<file path="src/rtl/sale_terminal_pkg.sv">
// Shared types and constants for the sale-terminal barcode entry path.
// Defines the controller state set, the accepted keypad digit range and the invalid product marker.
package sale_terminal_pkg;

    typedef enum logic [1:0] {
        ENTRY   = 2'd0,
        LOOKUP  = 2'd1,
        REQUEST = 2'd2,
        ERROR   = 2'd3
    } state_t;

    localparam logic [3:0] DIGIT_MIN          = 4'd1;
    localparam logic [3:0] DIGIT_MAX          = 4'd4;
    localparam logic [3:0] INVALID_PRODUCT_ID = 4'hF;
    localparam int         BARCODE_DIGITS     = 4;

    function automatic logic digit_ok(input logic [3:0] d);
        return (d >= DIGIT_MIN) && (d <= DIGIT_MAX);
    endfunction

endpackage

</file>
<file path="src/rtl/sale_down_timer.sv">
// Loadable down counter that stops at zero; done marks the last counted cycle
// (value 1 while enabled), so a load of N yields done on the Nth enabled cycle.
module sale_down_timer #(
    parameter int WIDTH = 8
) (
    input  logic             clk,
    input  logic             rst,
    input  logic             load,
    input  logic [WIDTH-1:0] load_value,
    input  logic             enable,
    output logic             done
);

    logic [WIDTH-1:0] count_reg;

    always_ff @(posedge clk or posedge rst) begin
        if (rst) begin
            count_reg <= '0;
        end else if (load) begin
            count_reg <= load_value;
        end else if (enable && (count_reg != '0)) begin
            count_reg <= count_reg - 1'b1;
        end
    end

    assign done = enable && !load && (count_reg == WIDTH'(1));

endmodule

</file>
<file path="src/rtl/barcode_entry_controller.sv">
// Collects four keypad digits, samples the external barcode lookup and offers the
// resulting product to the cart stage with a req/ack handshake; all outputs registered.
module barcode_entry_controller
    import sale_terminal_pkg::*;
#(
    parameter int TIMEOUT_CYCLES = 50_000_000,
    parameter int ERR_CYCLES     = 25_000_000
) (
    input  logic       clk,
    input  logic       rst,
    input  logic [3:0] DigitIn,
    input  logic       DigitStrobe,
    input  logic       Backspace,
    input  logic       Clear,
    output logic [3:0] BarcodeDigit_3,
    output logic [3:0] BarcodeDigit_2,
    output logic [3:0] BarcodeDigit_1,
    output logic [3:0] BarcodeDigit_0,
    input  logic [3:0] LookupProductID,
    input  logic       LookupValid,
    output logic [3:0] ProductID,
    output logic       ProductReq,
    input  logic       ProductAck,
    output logic       Error,
    output logic [2:0] DigitCount,
    output logic       Busy
);

    localparam int TIMER_MAX = (TIMEOUT_CYCLES > ERR_CYCLES) ? TIMEOUT_CYCLES : ERR_CYCLES;
    localparam int TIMER_W   = $clog2(TIMER_MAX + 1);

    state_t       state_reg, state_next;
    logic [3:0]   digit_reg  [BARCODE_DIGITS];
    logic [3:0]   digit_next [BARCODE_DIGITS];
    logic [3:0]   shift_in   [BARCODE_DIGITS];
    logic [3:0]   shift_back [BARCODE_DIGITS];
    logic [2:0]   count_reg, count_next;
    logic [3:0]   pid_reg, pid_next;
    logic         req_reg, err_reg, busy_reg;

    logic               timer_load;
    logic               timer_en;
    logic               timer_done;
    logic [TIMER_W-1:0] timer_value;

    // Index 0 holds the newest digit; a shift-in pushes older digits toward index 3.
    for (genvar gi = 0; gi < BARCODE_DIGITS; gi++) begin : g_shift
        if (gi == 0) begin : g_in_lo
            assign shift_in[gi] = DigitIn;
        end else begin : g_in_up
            assign shift_in[gi] = digit_reg[gi-1];
        end
        if (gi == BARCODE_DIGITS - 1) begin : g_back_hi
            assign shift_back[gi] = '0;
        end else begin : g_back_lo
            assign shift_back[gi] = digit_reg[gi+1];
        end
    end

    sale_down_timer #(
        .WIDTH(TIMER_W)
    ) u_timer (
        .clk       (clk),
        .rst       (rst),
        .load      (timer_load),
        .load_value(timer_value),
        .enable    (timer_en),
        .done      (timer_done)
    );

    always_comb begin
        state_next  = state_reg;
        digit_next  = digit_reg;
        count_next  = count_reg;
        pid_next    = pid_reg;
        timer_load  = 1'b0;
        timer_en    = 1'b0;
        timer_value = TIMER_W'(TIMEOUT_CYCLES);

        case (state_reg)
            ENTRY: begin
                timer_en = (count_reg != 3'd0) && (TIMEOUT_CYCLES != 0);
                if (Clear) begin
                    for (int i = 0; i < BARCODE_DIGITS; i++) digit_next[i] = '0;
                    count_next = 3'd0;
                end else if (Backspace && (count_reg != 3'd0)) begin
                    digit_next = shift_back;
                    count_next = count_reg - 3'd1;
                    timer_load = 1'b1;
                end else if (DigitStrobe && digit_ok(DigitIn)) begin
                    digit_next = shift_in;
                    count_next = count_reg + 3'd1;
                    timer_load = 1'b1;
                    if (count_reg == 3'(BARCODE_DIGITS - 1)) state_next = LOOKUP;
                end else if (timer_done) begin
                    for (int i = 0; i < BARCODE_DIGITS; i++) digit_next[i] = '0;
                    count_next = 3'd0;
                end
            end
            LOOKUP: begin
                if (LookupValid) begin
                    pid_next   = LookupProductID;
                    state_next = REQUEST;
                end else begin
                    state_next  = ERROR;
                    timer_load  = 1'b1;
                    timer_value = TIMER_W'(ERR_CYCLES);
                end
            end
            REQUEST: begin
                // Ack and Clear both return to entry; a coinciding Ack is still seen by the cart stage.
                if (ProductAck || Clear) begin
                    for (int i = 0; i < BARCODE_DIGITS; i++) digit_next[i] = '0;
                    count_next = 3'd0;
                    pid_next   = INVALID_PRODUCT_ID;
                    state_next = ENTRY;
                end
            end
            ERROR: begin
                timer_en = 1'b1;
                if (Clear || timer_done) begin
                    for (int i = 0; i < BARCODE_DIGITS; i++) digit_next[i] = '0;
                    count_next = 3'd0;
                    state_next = ENTRY;
                end
            end
            default: state_next = ENTRY;
        endcase
    end

    always_ff @(posedge clk or posedge rst) begin
        if (rst) begin
            state_reg <= ENTRY;
            for (int i = 0; i < BARCODE_DIGITS; i++) digit_reg[i] <= '0;
            count_reg <= 3'd0;
            pid_reg   <= INVALID_PRODUCT_ID;
            req_reg   <= 1'b0;
            err_reg   <= 1'b0;
            busy_reg  <= 1'b0;
        end else begin
            state_reg <= state_next;
            digit_reg <= digit_next;
            count_reg <= count_next;
            pid_reg   <= pid_next;
            req_reg   <= (state_next == REQUEST);
            err_reg   <= (state_next == ERROR);
            busy_reg  <= (state_next != ENTRY);
        end
    end

    assign BarcodeDigit_3 = digit_reg[3];
    assign BarcodeDigit_2 = digit_reg[2];
    assign BarcodeDigit_1 = digit_reg[1];
    assign BarcodeDigit_0 = digit_reg[0];
    assign ProductID      = pid_reg;
    assign ProductReq     = req_reg;
    assign Error          = err_reg;
    assign DigitCount     = count_reg;
    assign Busy           = busy_reg;

endmodule
</file>
<file path="config.mk">
export PLATFORM = sky130hd
export DESIGN_NAME = barcode_entry_controller
export DESIGN_NICKNAME = d
export VERILOG_FILES = /design/src/rtl/sale_terminal_pkg.sv /design/src/rtl/sale_down_timer.sv /design/src/rtl/barcode_entry_controller.sv
export SDC_FILE = /design/constraint.sdc
export NUM_CORES = 1
export LEC_CHECK = 0
export BUFFER_PORTS_ARGS = -buffer_cell sky130_fd_sc_hd__buf_2
export CAP_MARGIN = 20
export CORE_MARGIN = 5
export CORE_UTILIZATION = 40
export DETAILED_ROUTE_END_ITERATION = 12
export GPL_ROUTABILITY_DRIVEN = 0
export PLACE_DENSITY = 0.63
export SLEW_MARGIN = 10
export SYNTH_ARGS = -nofsm -noshare
export SYNTH_HDL_FRONTEND = slang
export SYNTH_SLANG_ARGS = --single-unit
</file>
<file path="constraint.sdc">
create_clock -name clk -period 7.3 [get_ports clk]
set_input_delay 1.095 -clock clk [delete_from_list [all_inputs] [get_ports clk]]
set_output_delay 1.095 -clock clk [all_outputs]
set_load 0.02 [all_outputs]
</file>
==> metrics.md <==
| Metric | Value |
|---|---|
| Max reg flops | `26` |
| HPWL after detailed placement | `5.06 mm` |
| Leading post-synthesis cells by cell area | `sky130_fd_sc_hd__dfrtp_1 40%, sky130_fd_sc_hd__nor2_1 4.5%, sky130_fd_sc_hd__xor2_1 4.5%` |
| Final sum of negative setup slack | `0 ns` |
| Proportion of synthesized flip-flops having asynchronous set or reset | `1.00` |
| #FFs+latches synth | `between 50 and 60` |
| Number of placement rows | `32` |
| Fin crit period | `2.99 ns` |
| Inserted Clock Buffers | `5` |
| Source-to-sink clock delay at the later pin of the worst-skew pair | `approximately 0.31 ns` |
| Count of TritonRoute iterations in the first routing pass | `4` |
| FMAX | `about 330 MHz` |
| Worst setup path category | `in -> reg` |
| Synthesized area divided by synthesized cell count | `just over 9 µm²` |
| Number of nets in the finished design | `between 400 and 500` |
| Proportion of synthesized chip area in sequential cells | `0.432` |
| Ratio of final minimum period to clock period | `0.410` |
| Cts repair resizes | `0` |
| Hold Path Class | `reg -> reg` |
| Placed Area | `between 0.003 and 0.004 mm²` |
| Worst hold path depth | `2` |
| Critical Path RT | `about 7.5 ns` |
| Fin. max-slew vios | `0` |
| Actual transition at the worst max-transition pin | `between 0.9 and 1 ns` |
| Diodes inserted | `0` |
| Max-Slew Margin vs Limit | `0.354` |
| Post-detailed-route wirelength per cell | `14.8 µm` |
| Final cell area excluding filler cells | `roughly 0.0035 mm²` |
| Origin of the critical flop-to-flop path | `u_timer.count_reg[13]` |
| I/O Pins | `between 40 and 50` |
| Endpoint kind of the worst setup timing path | `flip-flop` |
| Number of nets still failing antenna checks after routing | `0` |
| Total routing usage reported by global routing | `0.151` |
| DRC viols | `0` |
| Worst IR Drop VDD | `about 0.00012 V` |
| Die height | `98.6 µm` |
| CTS H-Tree Depth | `2` |
| Most common cell after layout, fill and taps aside | `sky130_fd_sc_hd__dfrtp_1` |
| Reg2reg setup slack | `about 4.4 ns` |
| Final routed wirelength across all metal layers | `about 7 mm` |
| Final core utilization | `0.460` |
| Max-capacitance violation count | `0` |
| Area of the die | `around 0.0097 mm²` |
| CTS sink count | `54` |
| Total via count in the routed design | `~2,600` |
| Clock-pin slew of the registers on the worst-case setup and hold paths | `~0.1 ns` |
| Starting density of the core | `0.408` |
| CTS tree | `done` |
| Count of buffers added by post-CTS timing repair for setup | `0` |
| Type of origin of the critical path | `primary input` |
| Detailed-route vias per instance | `about 5.4` |
| Global-route wire length before repair | `12.2 mm` |
| Via count of the first global-routing pass | `~2,600` |
| Count of flip-flops with a built-in enable after synthesis | `0` |
| Non-filler instance count after layout | `between 400 and 500` |
| Leading cell types in the layout, fill and taps excluded | `50 x sky130_fd_sc_hd__dfrtp_1, 40 x sky130_fd_sc_hd__buf_2, 38 x sky130_fd_sc_hd__nor2_1` |
| Endpoints failing hold | `0` |
| Area leader, netlist | `sky130_fd_sc_hd__dfrtp_1` |
| Setup Skew | `between 0.01 and 0.015 ns` |
| Highest fanout seen on the critical path | `19` |
| Clock Tree Root | `sky130_fd_sc_hd__clkbuf_8` |
| I/O Buffers | `40` |
| Core ar. | `a little under 0.008 mm²` |
| Leakage | `between 0.0015 and 0.002 µW` |
| Worst reg2reg path endpoint | `u_timer.count_reg[7]` |
| Most common flop cell mapped by yosys | `sky130_fd_sc_hd__dfrtp_1` |
| Count of final setup violators | `0` |
| Overall die width | `98.6 µm` |
| Overflow left after global routing | `0` |
| Power per standard cell area | `~230 mW/mm²` |
| Critical path startpoint | `DigitIn[2]` |
| Depth of the most critical reg-to-reg path | `6` |
| Net count after synthesis | `roughly 360` |
| Share of cells above drive strength 1 | `0.208` |
| Cells after Synth | `about 340` |
| Area fraction of the dominant cell type after synthesis | `0.399` |
| Run status | `finished, final reports clean` |
| # hold bufs at CTS | `0` |
| CP Data Arrival Time | `3.19 ns` |
| Number of distinct library cells after synthesis | `48` |
| Initial antenna violation count | `0` |
| Largest net degree at the start of global routing | `55` |
| Placed Cells incl. Taps | `473` |
| Worst setup path endpoint | `BarcodeDigit_2[3]` |
| Maximum clock path buffer count | `2` |
| Area growth, synth to finish | `12.6%` |
| Yosys warns | `0` |
| Mapped Area | `roughly 0.0031 mm²` |
| RSZ-0062 raised after global routing | `no` |
| Starting DRT DRC Count | `134` |
[per-stage QoR]
step	worst slack, ns	power (µW)	hold WS (ns)
2_1_floorplan	4.39	557	0.476
3_3_place_gp	4.03	606	0.489
3_5_place_dp	3.97	613	0.495
4_1_cts	4.30	820	0.510
5_1_grt	4.09	862	0.526
6_report	4.31	812	0.507
[Yosys cell counts (all sizes together) (3+ instances only)]
library cell	n
nand2b	4
ha	11
o21ai	9
mux2	13
xnor2	5
inv	16
and3	6
clkbuf	5
nand4b	3
mux2i	5
a21oi	26
nand3	15
a31oi	6
dfstp	4
nor3	16
nand4	9
or4	4
or3	8
or2	3
xor2	16
dfrtp	50
nor2b	4
nor2	38
nand2	34
buf	5
[metal layers]
layer  track usage  vias up  part of all wire
met4        0.0263        0            0.0086
li1              -     1266                 -
met3        0.0290        7             0.038
met5             0        -                 0
met2         0.251       54              0.48
met1         0.207     1266              0.47
[critical path, stage by stage]
cell                       delay [ns]
sky130_fd_sc_hd__buf_2           0.11
sky130_fd_sc_hd__nor3_1          0.28
sky130_fd_sc_hd__o32ai_1         0.22
sky130_fd_sc_hd__a21oi_2         0.42
sky130_fd_sc_hd__a31oi_1         0.21
sky130_fd_sc_hd__a21boi_2        0.17
sky130_fd_sc_hd__buf_4           0.29
sky130_fd_sc_hd__mux2_2          0.37
[final cells by class]
class	count	area, µm²
tap	102	128
inverter	16	60.1
fill	770	4150
clock inverter	2	37.5
multi-input combinational	258	1660
sequential	54	1360
timing repair buffer	43	223
clock buffer	6	72.6
[worst min-delay path by stage]
stage                                      from                     to  slack [ns]
after CTS                          ProductID[3]           ProductID[3]        0.51
final                              ProductID[0]           ProductID[0]        0.51
after floorplan           u_timer.count_reg[19]  u_timer.count_reg[19]        0.48
after global routing               ProductID[3]           ProductID[3]        0.53
after global placement             ProductID[2]           ProductID[2]        0.49
after detailed placement           ProductID[3]           ProductID[3]        0.50
[report_power, final]
group / internal [µW] / switching [µW]
Sequential: 352 / 40.6
Combinational: 84.4 / 130
Clock: 103 / 103
[cell families (layout without fill, tap and decap cells)]
logic type / count (synthesis) / in the layout / synth area share
and+or+nand+nor: 153 / 153 / 0.250
AOI/OAI and AO/OA: 55 / 55 / 0.108
DFF: 54 / 54 / 0.432
buffers and inverters: 26 / 67 / 0.0399
xor gates and xnor gates: 21 / 21 / 0.0586
muxes: 18 / 18 / 0.0674
adders and majority gates: 11 / 11 / 0.0439
Power figures use the tool's default switching activity.
